## src/rtl/simple_proc_arbiter_if.sv

```systemverilog
`default_nettype none
//==========================================================================
// simple_proc_arbiter_if : requester, processor and response bundle | rev 1.0
//==========================================================================
interface simple_proc_arbiter_if #(
    parameter int NREQ  = 4,
    parameter int WIDTH = 32
);
    localparam int IDW = $clog2(NREQ);

    logic [NREQ-1:0]       req_valid;
    logic [NREQ*WIDTH-1:0] req_data;
    logic [NREQ-1:0]       req_ready;
    logic [WIDTH-1:0]      proc_data_in;
    logic [WIDTH-1:0]      proc_data_out;
    logic                  rsp_valid;
    logic [IDW-1:0]        rsp_id;
    logic [WIDTH-1:0]      rsp_data;
    logic                  rsp_ready;
    logic                  busy;

    modport slave (
        input  req_valid, req_data, proc_data_out, rsp_ready,
        output req_ready, proc_data_in, rsp_valid, rsp_id, rsp_data, busy
    );

    modport master (
        output req_valid, req_data, proc_data_out, rsp_ready,
        input  req_ready, proc_data_in, rsp_valid, rsp_id, rsp_data, busy
    );
endinterface
`default_nettype wire

```

## src/rtl/simple_proc_arbiter.sv

```systemverilog
`default_nettype none
//==========================================================================
// simple_proc_arbiter : round-robin sharing of one processor datapath | rev 1.0
//==========================================================================
module simple_proc_arbiter #(
    parameter int NREQ    = 4,
    parameter int WIDTH   = 32,
    parameter int LATENCY = 2
) (
    input  wire logic            clk,
    input  wire logic            rst,
    simple_proc_arbiter_if.slave bus
);
    localparam int IDW = $clog2(NREQ);
    localparam int CW  = $clog2(LATENCY + 1);

    typedef enum logic [1:0] {
        IDLE = 2'd0,
        WAIT = 2'd1,
        RESP = 2'd2
    } state_t;

    state_t           state_q;
    logic [IDW-1:0]   ptr_q;
    logic [IDW-1:0]   id_q;
    logic [CW-1:0]    cnt_q;
    logic [WIDTH-1:0] proc_data_q;
    logic             rsp_valid_q;
    logic [IDW-1:0]   rsp_id_q;
    logic [WIDTH-1:0] rsp_data_q;

    logic             gnt_found_d;
    logic [IDW-1:0]   gnt_idx_d;
    logic [NREQ-1:0]  gnt_onehot_d;
    logic [IDW-1:0]   ptr_d;

    // Descending scan so the candidate closest to ptr_q is the last writer.
    always_comb begin
        gnt_found_d  = 1'b0;
        gnt_idx_d    = '0;
        gnt_onehot_d = '0;
        for (int k = NREQ - 1; k >= 0; k--) begin
            if (bus.req_valid[(int'(ptr_q) + k) % NREQ]) begin
                gnt_found_d = 1'b1;
                gnt_idx_d   = IDW'((int'(ptr_q) + k) % NREQ);
            end
        end
        if (gnt_found_d) begin
            gnt_onehot_d[gnt_idx_d] = 1'b1;
        end
        ptr_d = (gnt_idx_d == IDW'(NREQ - 1)) ? '0 : gnt_idx_d + IDW'(1);
    end

    always_ff @(posedge clk or negedge rst) begin
        if (!rst) begin
            state_q     <= IDLE;
            ptr_q       <= '0;
            id_q        <= '0;
            cnt_q       <= '0;
            proc_data_q <= '0;
            rsp_valid_q <= 1'b0;
            rsp_id_q    <= '0;
            rsp_data_q  <= '0;
        end else begin
            case (state_q)
                IDLE: begin
                    if (gnt_found_d) begin
                        proc_data_q <= bus.req_data[gnt_idx_d*WIDTH +: WIDTH];
                        id_q        <= gnt_idx_d;
                        ptr_q       <= ptr_d;
                        cnt_q       <= CW'(LATENCY);
                        state_q     <= WAIT;
                    end
                end
                WAIT: begin
                    cnt_q <= cnt_q - CW'(1);
                    if (cnt_q == CW'(1)) begin
                        rsp_data_q  <= bus.proc_data_out;
                        rsp_id_q    <= id_q;
                        rsp_valid_q <= 1'b1;
                        state_q     <= RESP;
                    end
                end
                RESP: begin
                    if (bus.rsp_ready) begin
                        rsp_valid_q <= 1'b0;
                        state_q     <= IDLE;
                    end
                end
                default: state_q <= IDLE;
            endcase
        end
    end

    // Grant is masked while reset is held so no requester sees a ready.
    assign bus.req_ready    = (rst && state_q == IDLE) ? gnt_onehot_d : '0;
    assign bus.busy         = (state_q != IDLE);
    assign bus.proc_data_in = proc_data_q;
    assign bus.rsp_valid    = rsp_valid_q;
    assign bus.rsp_id       = rsp_id_q;
    assign bus.rsp_data     = rsp_data_q;
endmodule
`default_nettype wire
```

## src/flat_wrapper.sv

```systemverilog
// flat-port wrapper written by rule: the top's interface ports become plain ports
module simple_proc_arbiter_flat 
#(
    parameter int NREQ    = 4,
    parameter int WIDTH   = 32,
    parameter int LATENCY = 2
)
  (clk, rst, bus_req_valid, bus_req_data, bus_proc_data_out, bus_rsp_ready, bus_req_ready, bus_proc_data_in, bus_rsp_valid, bus_rsp_id, bus_rsp_data, bus_busy);
  simple_proc_arbiter_if #(.NREQ(NREQ), .WIDTH(WIDTH)) bus_i ();
  input  wire logic clk;
  input  wire logic rst;
  input wire logic [$bits(bus_i.req_valid)-1:0] bus_req_valid;
  input wire logic [$bits(bus_i.req_data)-1:0] bus_req_data;
  input wire logic [$bits(bus_i.proc_data_out)-1:0] bus_proc_data_out;
  input wire logic [$bits(bus_i.rsp_ready)-1:0] bus_rsp_ready;
  output wire logic [$bits(bus_i.req_ready)-1:0] bus_req_ready;
  output wire logic [$bits(bus_i.proc_data_in)-1:0] bus_proc_data_in;
  output wire logic [$bits(bus_i.rsp_valid)-1:0] bus_rsp_valid;
  output wire logic [$bits(bus_i.rsp_id)-1:0] bus_rsp_id;
  output wire logic [$bits(bus_i.rsp_data)-1:0] bus_rsp_data;
  output wire logic [$bits(bus_i.busy)-1:0] bus_busy;
  assign bus_i.req_valid = bus_req_valid;
  assign bus_i.req_data = bus_req_data;
  assign bus_i.proc_data_out = bus_proc_data_out;
  assign bus_i.rsp_ready = bus_rsp_ready;
  assign bus_req_ready = bus_i.req_ready;
  assign bus_proc_data_in = bus_i.proc_data_in;
  assign bus_rsp_valid = bus_i.rsp_valid;
  assign bus_rsp_id = bus_i.rsp_id;
  assign bus_rsp_data = bus_i.rsp_data;
  assign bus_busy = bus_i.busy;
  simple_proc_arbiter #(.NREQ(NREQ), .WIDTH(WIDTH), .LATENCY(LATENCY)) u_core (.clk(clk), .rst(rst), .bus(bus_i));
endmodule
```

## config.mk

```make
export PLATFORM = sky130hd
export DESIGN_NAME = simple_proc_arbiter_flat
export DESIGN_NICKNAME = d
export VERILOG_FILES = /design/src/rtl/simple_proc_arbiter_if.sv /design/src/rtl/simple_proc_arbiter.sv /design/src/flat_wrapper.sv
export SDC_FILE = /design/constraint.sdc
export NUM_CORES = 1
export LEC_CHECK = 0
export BUFFER_PORTS_ARGS = -buffer_cell sky130_fd_sc_hd__buf_4
export CAP_MARGIN = 20
export CORE_MARGIN = 4
export CORE_UTILIZATION = 44
export DETAILED_ROUTE_END_ITERATION = 8
export HOLD_SLACK_MARGIN = 0.08
export PLACE_DENSITY = 0.82
export SLEW_MARGIN = 20
export SYNTH_ARGS = -nofsm -noshare
export SYNTH_HDL_FRONTEND = slang
export SYNTH_SLANG_ARGS = --single-unit
```

## constraint.sdc

```tcl
create_clock -name clk -period 3 [get_ports clk]
set_clock_uncertainty 0.2 [all_clocks]
set_input_delay 0.3 -clock clk [delete_from_list [all_inputs] [get_ports clk]]
set_output_delay 0.3 -clock clk [all_outputs]
set_load 0.02 [all_outputs]
```

Word level (Yosys, flattened, before mapping)
Cells that the tools add are included.
- flip-flop bits (word level): 75
- input port bits: 167
- output and inout bits: 72
- logic and storage cells: 77
- add/sub/neg operators: 5
- $lt $le $gt $ge: 6
- equality and inequality tests: 7
- shift-type cells: 1
- multiplexer cells: 33
- bitwise operators: 3
- reduce and logical (&&, ||, !) cells: 14
- operator list (cell ; number):
    128-bit by 8-bit indexed part select with 32-bit output ; 1
    2-bit 2-to-1 mux ; 9
    1-bit 2-to-1 mux ; 14
    3-bit by 4-bit < comparator with 1-bit output, second input constant ; 3
    1-bit binary-select mux with 2-bit select ; 4
    4-bit 2-to-1 mux ; 2
    2-bit by 3-bit < comparator with 1-bit output, second input constant ; 2
    2-bit one-hot mux with 3 select lines ; 1
    2-bit AND reduction ; 3
    3-bit AND reduction ; 2
    2-bit nonzero test ; 3
    2-bit OR reduction ; 3
    2-bit by 1-bit adder with 2-bit output, second input constant ; 2
    2-bit adder, second input constant ; 2
    2-bit by 1-bit == test with 1-bit output, second input constant ; 2
    2-bit == test, second input constant ; 2
    2-bit by 1-bit inequality test with 1-bit output, second input constant ; 2
    2-bit one-hot mux with 2 select lines ; 1
    1-bit AND, first input constant ; 3
    1-bit demux with 2-bit select ; 1
    2-bit by 1-bit >= comparator with 1-bit output, second input constant ; 1
    1-bit logical AND ; 2
    2-bit logical NOT ; 1
    2-bit inequality test, second input constant ; 1
    2 further kinds ; 2

Depth between registers and ports, before layout
Gate-level depths: netlist (run 1).
- depth after elaboration: 16
- mapped depth: 8
- gate-level depth less buffers: 7

Worst setup path before layout (run 1)
OpenSTA, ideal clock, no wires.
- path kind: register to output
- from: register u_core.ptr_q[1]
- to: output bus_req_ready[3]
- arrival time: 1793 ps
- data required time: 2500 ps
- path slack: 707 ps
- stages on the path, launching flop included: 8
- buffers on the path: 2
- path through: dfrtp_1 mux2_2 o221ai_2 buf_6 buf_6 inv_2 ha_1 and3_1
- word-level cells in the longest chain between the ends: 14
- elaborated cells between the ends (all ways): 29
- classes of those cells: add/sub (3); order compare (2); mux (23); reduce/logical (1)
- RTL lines (what ; line ; text):
    start, declared ; simple_proc_arbiter.sv:24 ; logic [IDW-1:0] ptr_q;
    start signal, assigned ; simple_proc_arbiter.sv:70 ; ptr_q <= ptr_d;
    2-bit adder ; simple_proc_arbiter.sv:43, simple_proc_arbiter.sv:45 ;
    1-bit binary-select mux with 2-bit select ; simple_proc_arbiter.sv:43 ; if (bus.req_valid[(int'(ptr_q) + k) % NREQ]) begin
    1-bit 2-to-1 mux (implied by the code) (2 in series) ; simple_proc_arbiter.sv:43 ;
    2-bit 2-to-1 mux (4 in series) ; simple_proc_arbiter.sv:43 ;
    2-bit by 3-bit < comparator with 1-bit output (implied by the code) or 2-bit by 1-bit >= comparator with 1-bit output (tied branches) ; simple_proc_arbiter.sv:49 ; gnt_onehot_d[gnt_idx_d] = 1'b1;
    1-bit logical AND (implied by the code) ; simple_proc_arbiter.sv:49 ;
    1-bit 2-to-1 mux (implied by the code) ; simple_proc_arbiter.sv:49 ;
    1-bit demux with 2-bit select ; - ;
    4-bit 2-to-1 mux (*) ; simple_proc_arbiter.sv:48 ; if (gnt_found_d) begin
    4-bit 2-to-1 mux (*) ; simple_proc_arbiter.sv:96 ; assign bus.req_ready = (rst && state_q == IDLE) ? gnt_onehot_d : '0;
    end, declared ; flat_wrapper.sv:16 ; output wire logic [$bits(bus_i.req_ready)-1:0] bus_req_ready;
Mark *: on every way between the ends. The rest lies on a longest branch, timed or not. The select of a mux whose other input is x is not followed.

Final worst setup path (run 1)
Ends and elaborated chain as after synthesis.

==> qor.csv, run 1 <==
stage;metric;value;unit
yosys;synth_area_leaders;dfrtp_1, mux2i_1, mux2_2;
clock_tree;cts.path.max_buffers;2;
finish;stdcell_count;723;
route;avgRoutedWirePerCell;19.6;um
yosys;seq_area_frac_synth;47.8;%
sta;rsz0062_at_grt;no;
worst_setup_path;worstPathRequired;2500;ps
global_routing;gr-total-overflow;0;
sta;timing.fmax;0.358;GHz
sta;maxSlewHeadroom;57.0;%
run;drv_cap;0;
yosys;syn_inst;346;
global_routing;grt_pass1_vias;4036;
sta;hold_ws;145;ps
global_routing;grt_pass1_wl;20700;um
sta;finalHoldViolCount;0;
min_path;hold_class;input pin to flip-flop;
yosys;synth_top_area_share;47.8;%
sta;worst_pin_slew;645;ps
yosys;synth_edf_count;0;
yosys;synth_compound_area_share;9.88;%
yosys;synth_flop_cell;dfrtp_1;
place;dp_hpwl;9390;um
run_status;outcome;finished, final reports clean;
worst_setup_path;crit_path_start_kind;flip-flop;
global_routing;grt_max_degree;56;
yosys;ys_types;29;
finish;antenna_cells;0;
pwr;power_leakage;3.36;nW
yosys;ys_warn_count;0;
finish;drive_gt1_share;48.9;%
finish;final_nets;779;
clock_tree;post-cts-setup-buffers;0;
worst_setup_path;cp_max_fo;9;
finish;synthToLayoutAreaGrowth;62.3;%
route;drtAntennaViolNets;0;
pwr;powerDensity;965;nW/um^2
clock_tree;h-tree-depth;3;
floorplan;core;8720;sq um
sta;setup_viol;0;
floorplan;ioPinCount;239;
route;drcViolationCount;0;
clock_tree;clockRootBuffer;clkbuf_8;
sta;setup_slack;209;ps
clock_tree;cts_buffers;9;
sta;fin_tns_setup;0;ps
floorplan;start_util;45.0;%
worst_setup_path;cp.arrival;2290;ps
floorplan;fp.dieW;102;um
global_routing;grt_util_all_layers;25.9;%
yosys;synth_top_family_by_area;multiplexers;
yosys;post_synth_fa_ha_maj_area_fraction;0.637;%
yosys;netlist_area;3930;sq um
floorplan;dieArea;10500;sq um
worst_setup_path;crit_chain;mux2_2 -> o221ai_4 -> inv_2 -> ha_1 -> and3_1 -> buf_4;
worst_setup_path;end_kind;output pin;
route;vias;3910;
yosys;synthArstFlopShare;100;%
floorplan;die_h;102;um
yosys;syn-num-nets;515;
yosys;synth_xor_xnor_area_share;0;%
clock_tree;cts_tree;built;
place;gp_congestion;0.779;
worst_setup_path;max_stage_delay;490;ps
yosys;synth-simple-area-share;10.9;%
yosys;muxShareOfSynthArea;26.3;%
global_routing;antenna_found_initial;0;
route;drtPass1Iterations;4;
yosys;syn_area_per_cell;11.4;sq um
route;routed_wirelength;14200;um
sta;min_period;2790;ps
clock_tree;clk_pin_slew;90;ps
place;place_ws;486;ps
sta;drv_slew;0;
yosys;yosys.area.top_type;dfrtp_1;
sta;finalCritPeriodShare;93.0;%
worst_setup_path;slowest_stage;dfrtp_1;
clock_tree;worst_skew_pair.late_latency;350;ps
clock_tree;cts_num_sinks;75;
route;vias_per_cell;5.41;
place;portBuffers;238;
place;dp_cells;673;
route;drt_iter0_drc;150;
worst_setup_path;crit_type;flip-flop to output pin;
worst_setup_path;r2r_slack;380;ps
pwr;ir_worst_vdd;612;uV
floorplan;rows;34;
yosys;synth_seq_cells;75;
==> power breakdown <==
group | switching, mW | internal, mW
logic | 1.81 | 1.60
clock network | 0.407 | 0.471
registers | 0.344 | 1.52
==> critical path, delay by kind of cell (launching register included) <==
family	cells	cell delay, ps
fa+ha+maj	1	210
flops	1	490
compound gates	1	420
mux	1	400
buf+inv	2	230
simple gates	1	180
==> path summary, 6_finish.rpt <==
path                             startpoint                     endpoint  depth (start not counted)
min reg2reg                 u_core.cnt_q[0]              u_core.cnt_q[0]                          1
max                         u_core.ptr_q[1]             bus_req_ready[3]                          6
max in group asynchronous               rst       u_core.bus.rsp_data[4]                          3
min                        bus_req_data[62]  u_core.bus.proc_data_in[30]                          4
min in group asynchronous               rst  u_core.bus.proc_data_in[30]                          2
max reg2reg                 u_core.ptr_q[1]  u_core.bus.proc_data_in[31]                          6
==> routing by layer <==
layer / vias to the layer above / GRT usage [%] / part of all wire (%)
li1: 1814 / - / -
met1: 1862 / 26.7 / 35
met2: 200 / 47.1 / 51
met3: 34 / 9.08 / 11
met4: 0 / 11.6 / 2.3
met5: - / 0 / 0
==> cell families (layout without fill, tap and decap cells) <==
kind of cell	Yosys count	after routing
multiplexers	99	99
AND/OR/NAND/NOR	88	88
flip-flops	75	75
AO/OA/AOI/OAI	47	47
buffers and inverters	35	304
adder cells (fa/ha/maj)	2	2
==> layout by cell type (no fill, tap or decap), types with 4 or more instances in the layout <==
master	n
nor3_1	65
nand2_1	9
buf_4	244
mux2i_1	64
dfrtp_1	75
clkbuf_8	9
nor2_1	7
a211o_1	32
inv_1	6
dlygate4sd3_1	34
mux2_2	35
a21oi_1	4
o21ai_0	4
==> per-stage QoR <==
step	power (mW)	instance area [sq um]	utilization [%]
final	6.15	6370	73.1
after global placement	5.04	5820	66.7
after global routing	6.46	6370	73.1
after detailed placement	5.16	5820	66.7
after floorplan	3.85	3930	-
after CTS	6.07	6370	73.1
==> cells in the mapped netlist, types with 2 or more instances <==
cell	count
inv_1	6
dfrtp_1	75
ha_1	2
mux2_2	35
o21ai_0	4
clkbuf_1	13
nand2_1	10
mux2i_1	64
a211o_1	32
inv_2	2
buf_2	5
nor2_1	7
nor3_1	65
buf_1	2
nand3_1	2
buf_6	3
buf_4	4
a21oi_1	4
==> registers in the layout, summed over array words and instances (netlist names) <==
register	flops
u_core.bus.rsp_data	32
u_core.state_q	2
u_core.bus.rsp_valid	1
u_core.ptr_q	2
u_core.cnt_q	2
u_core.id_q	2
u_core.bus.rsp_id	2
u_core.bus.proc_data_in	32
==> layout make-up <==
cell class                      count  area, sq um
Fill cell                         568         2350
Timing Repair Buffer              280         2210
Multi-Input combinational cell    236         1900
Sequential cell                    75         1880
Tap cell                          108          135
Clock buffer                       10          128
Clock inverter                      6         90.1
Inverter                            8         30.0
==> what timing repair did <==
| item | in CTS | in global routing |
|---|---|---|
| gates resized for setup | 0 | 0 |
| endpoints found under the setup margin | 0 | 0 |
| hold endpoints to repair | 57 | 0 |
| hold buffers | 34 | 0 |
Note: power is estimated with default switching activity, not from simulation.
==> run 2, diff against run 1 <==
- CORE_MARGIN: 4 -> default
==> qor.csv, run 2 (synthesized netlist as in run 1, its figures left out) <==
stage;metric;value;unit;change
floorplan;core;8680;sq um;-0.49%
pwr;power_leakage;3.36;nW;+0.17%
route;drcViolationCount;0;;unchanged
floorplan;dieArea;9310;sq um;-11%
clock_tree;cts_tree;built;;
global_routing;grt_max_degree;53;;-5.4%
finish;final_nets;779;;unchanged
clock_tree;clockRootBuffer;clkbuf_8;;
route;drt_iter0_drc;107;;-29%
sta;min_period;2830;ps;+39.3 ps
worst_setup_path;crit_type;flip-flop to output pin;;
floorplan;rows;34;;unchanged
clock_tree;clk_pin_slew;90;ps;about the same
route;routed_wirelength;12600;um;-11%
place;dp_hpwl;8790;um;-6.4%
floorplan;die_h;96.5;um;-5.9%
pwr;powerDensity;952;nW/um^2;-1.3%
pwr;ir_worst_vdd;608;uV;-0.71%
worst_setup_path;crit_path_start_kind;flip-flop;;
pwr;p_total;6.07;mW;-1.2%
place;gp_congestion;0.788;;+1.2%
global_routing;grt_pass1_vias;3805;;-5.7%
route;drtAntennaViolNets;0;;unchanged
route;avgRoutedWirePerCell;17.4;um;-11%
worst_setup_path;cp_max_fo;16;;+7
route;vias_per_cell;5.34;;-1.3%
sta;drv_slew;0;;unchanged
run;drv_cap;0;;unchanged
global_routing;grt_pass1_wl;18200;um;-12%
finish;final_area;6380;sq um;+0.14%
sta;fin_tns_setup;0;ps;unchanged
place;placed_area;5830;sq um;+0.22%
sta;finalCritPeriodShare;94.3;%;+1.3 points
worst_setup_path;worstPathRequired;2500;ps;about the same
finish;synthToLayoutAreaGrowth;62.5;%;
sta;hold_ws;159;ps;+13.9 ps
floorplan;fp.dieW;96.5;um;-5.9%
sta;worst_pin_slew;597;ps;-48.5 ps
clock_tree;cts_buffers;9;;unchanged
clock_tree;cts.path.max_buffers;2;;unchanged
clock_tree;cts_hold_buffers;34;;unchanged
clock_tree;worst_skew_pair.late_latency;340;ps;about the same
worst_setup_path;cp.arrival;2330;ps;+40 ps
sta;finalHoldViolCount;0;;unchanged
sta;timing.fmax;0.353;GHz;-1.4%
clock_tree;cts_num_sinks;75;;unchanged
global_routing;grt_util_all_layers;26.3;%;+0.32 points
run_status;outcome;finished, final reports clean;;
clock_tree;h-tree-depth;3;;unchanged
place;portBuffers;238;;unchanged
floorplan;start_util;45.3;%;+0.22 points
finish;fillers;598;;+5.3%
finish;antenna_cells;0;;unchanged
finish;drive_gt1_share;49.0;%;+0.080 points
global_routing;antenna_found_initial;0;;unchanged
global_routing;gr-total-overflow;0;;unchanged
route;drtPass1Iterations;4;;unchanged
clock_tree;post-cts-setup-buffers;0;;unchanged
worst_setup_path;end_kind;output pin;;
floorplan;ioPinCount;239;;unchanged
sta;maxSlewHeadroom;60.2;%;+3.2 points
sta;rsz0062_at_grt;no;;
finish;fin_util;73.5;%;+0.46 points
min_path;hold_class;input pin to flip-flop;;
finish;layout_common_cells;buf_4, dfrtp_1, nor3_1;;
route;vias;3852;;-1.5%
sta;setup_viol;0;;unchanged
clock_tree;cts-resized-gates;0;;unchanged
finish;layout_commonest_cell;buf_4;;
[run 2: worst paths after layout]
check                                 startpoint                          end  slack, ps  depth (start not counted)
max in group asynchronous                    rst       u_core.bus.rsp_data[1]       1410                          3
worst max-delay path             u_core.ptr_q[1]             bus_req_ready[3]        170                          7
worst max register to register   u_core.ptr_q[1]  u_core.bus.proc_data_in[14]        600                          6
worst min-delay path            bus_req_data[99]   u_core.bus.proc_data_in[3]        160                          4
min in group asynchronous                    rst         u_core.bus.rsp_valid        240                          2
worst min register to register   u_core.cnt_q[0]              u_core.cnt_q[0]        290                          1
[run 2: routing by layer]
metal | up-vias | part of all wire [%] | global-route usage (%)
li1 | 1809 | - | -
met1 | 1849 | 38 | 28.3
met2 | 178 | 52 | 47.9
met3 | 16 | 8.9 | 8.37
met4 | 0 | 1.6 | 9.44
met5 | - | 0 | 0
[run 2: critical path, stage by stage (launching register included)]
cell and delay, ps:
dfrtp_1 480, mux2_2 400, o221ai_4 220, buf_4 320
inv_2 60, ha_1 200, and3_1 160, buf_4 150
[run 2: power by group]
group          switching (mW)  total [mW]  leakage, nW  internal [mW]
sequential              0.333        1.85        0.899           1.52
combinational            1.76        3.37         2.36           1.61
clock                   0.382       0.849        0.106          0.467
total                    2.47        6.07         3.36           3.60
[run 2: final cells by class]
class / instances / area (sq um) / share of cell area (%)
Clock inverter: 6 / 90.1 / 1.41
Multi-Input combinational cell: 236 / 1900 / 29.8
Timing Repair Buffer: 280 / 2220 / 34.9
Inverter: 8 / 30.0 / 0.470
Sequential cell: 75 / 1880 / 29.4
Clock buffer: 9 / 124 / 1.94
Tap cell: 108 / 135 / 2.12
[run 2: stage by stage]
step	instances	worst slack [ps]
final	722	170
after global routing	722	69.4
after CTS	722	141
after detailed placement	673	531
after global placement	673	620
after floorplan	346	707
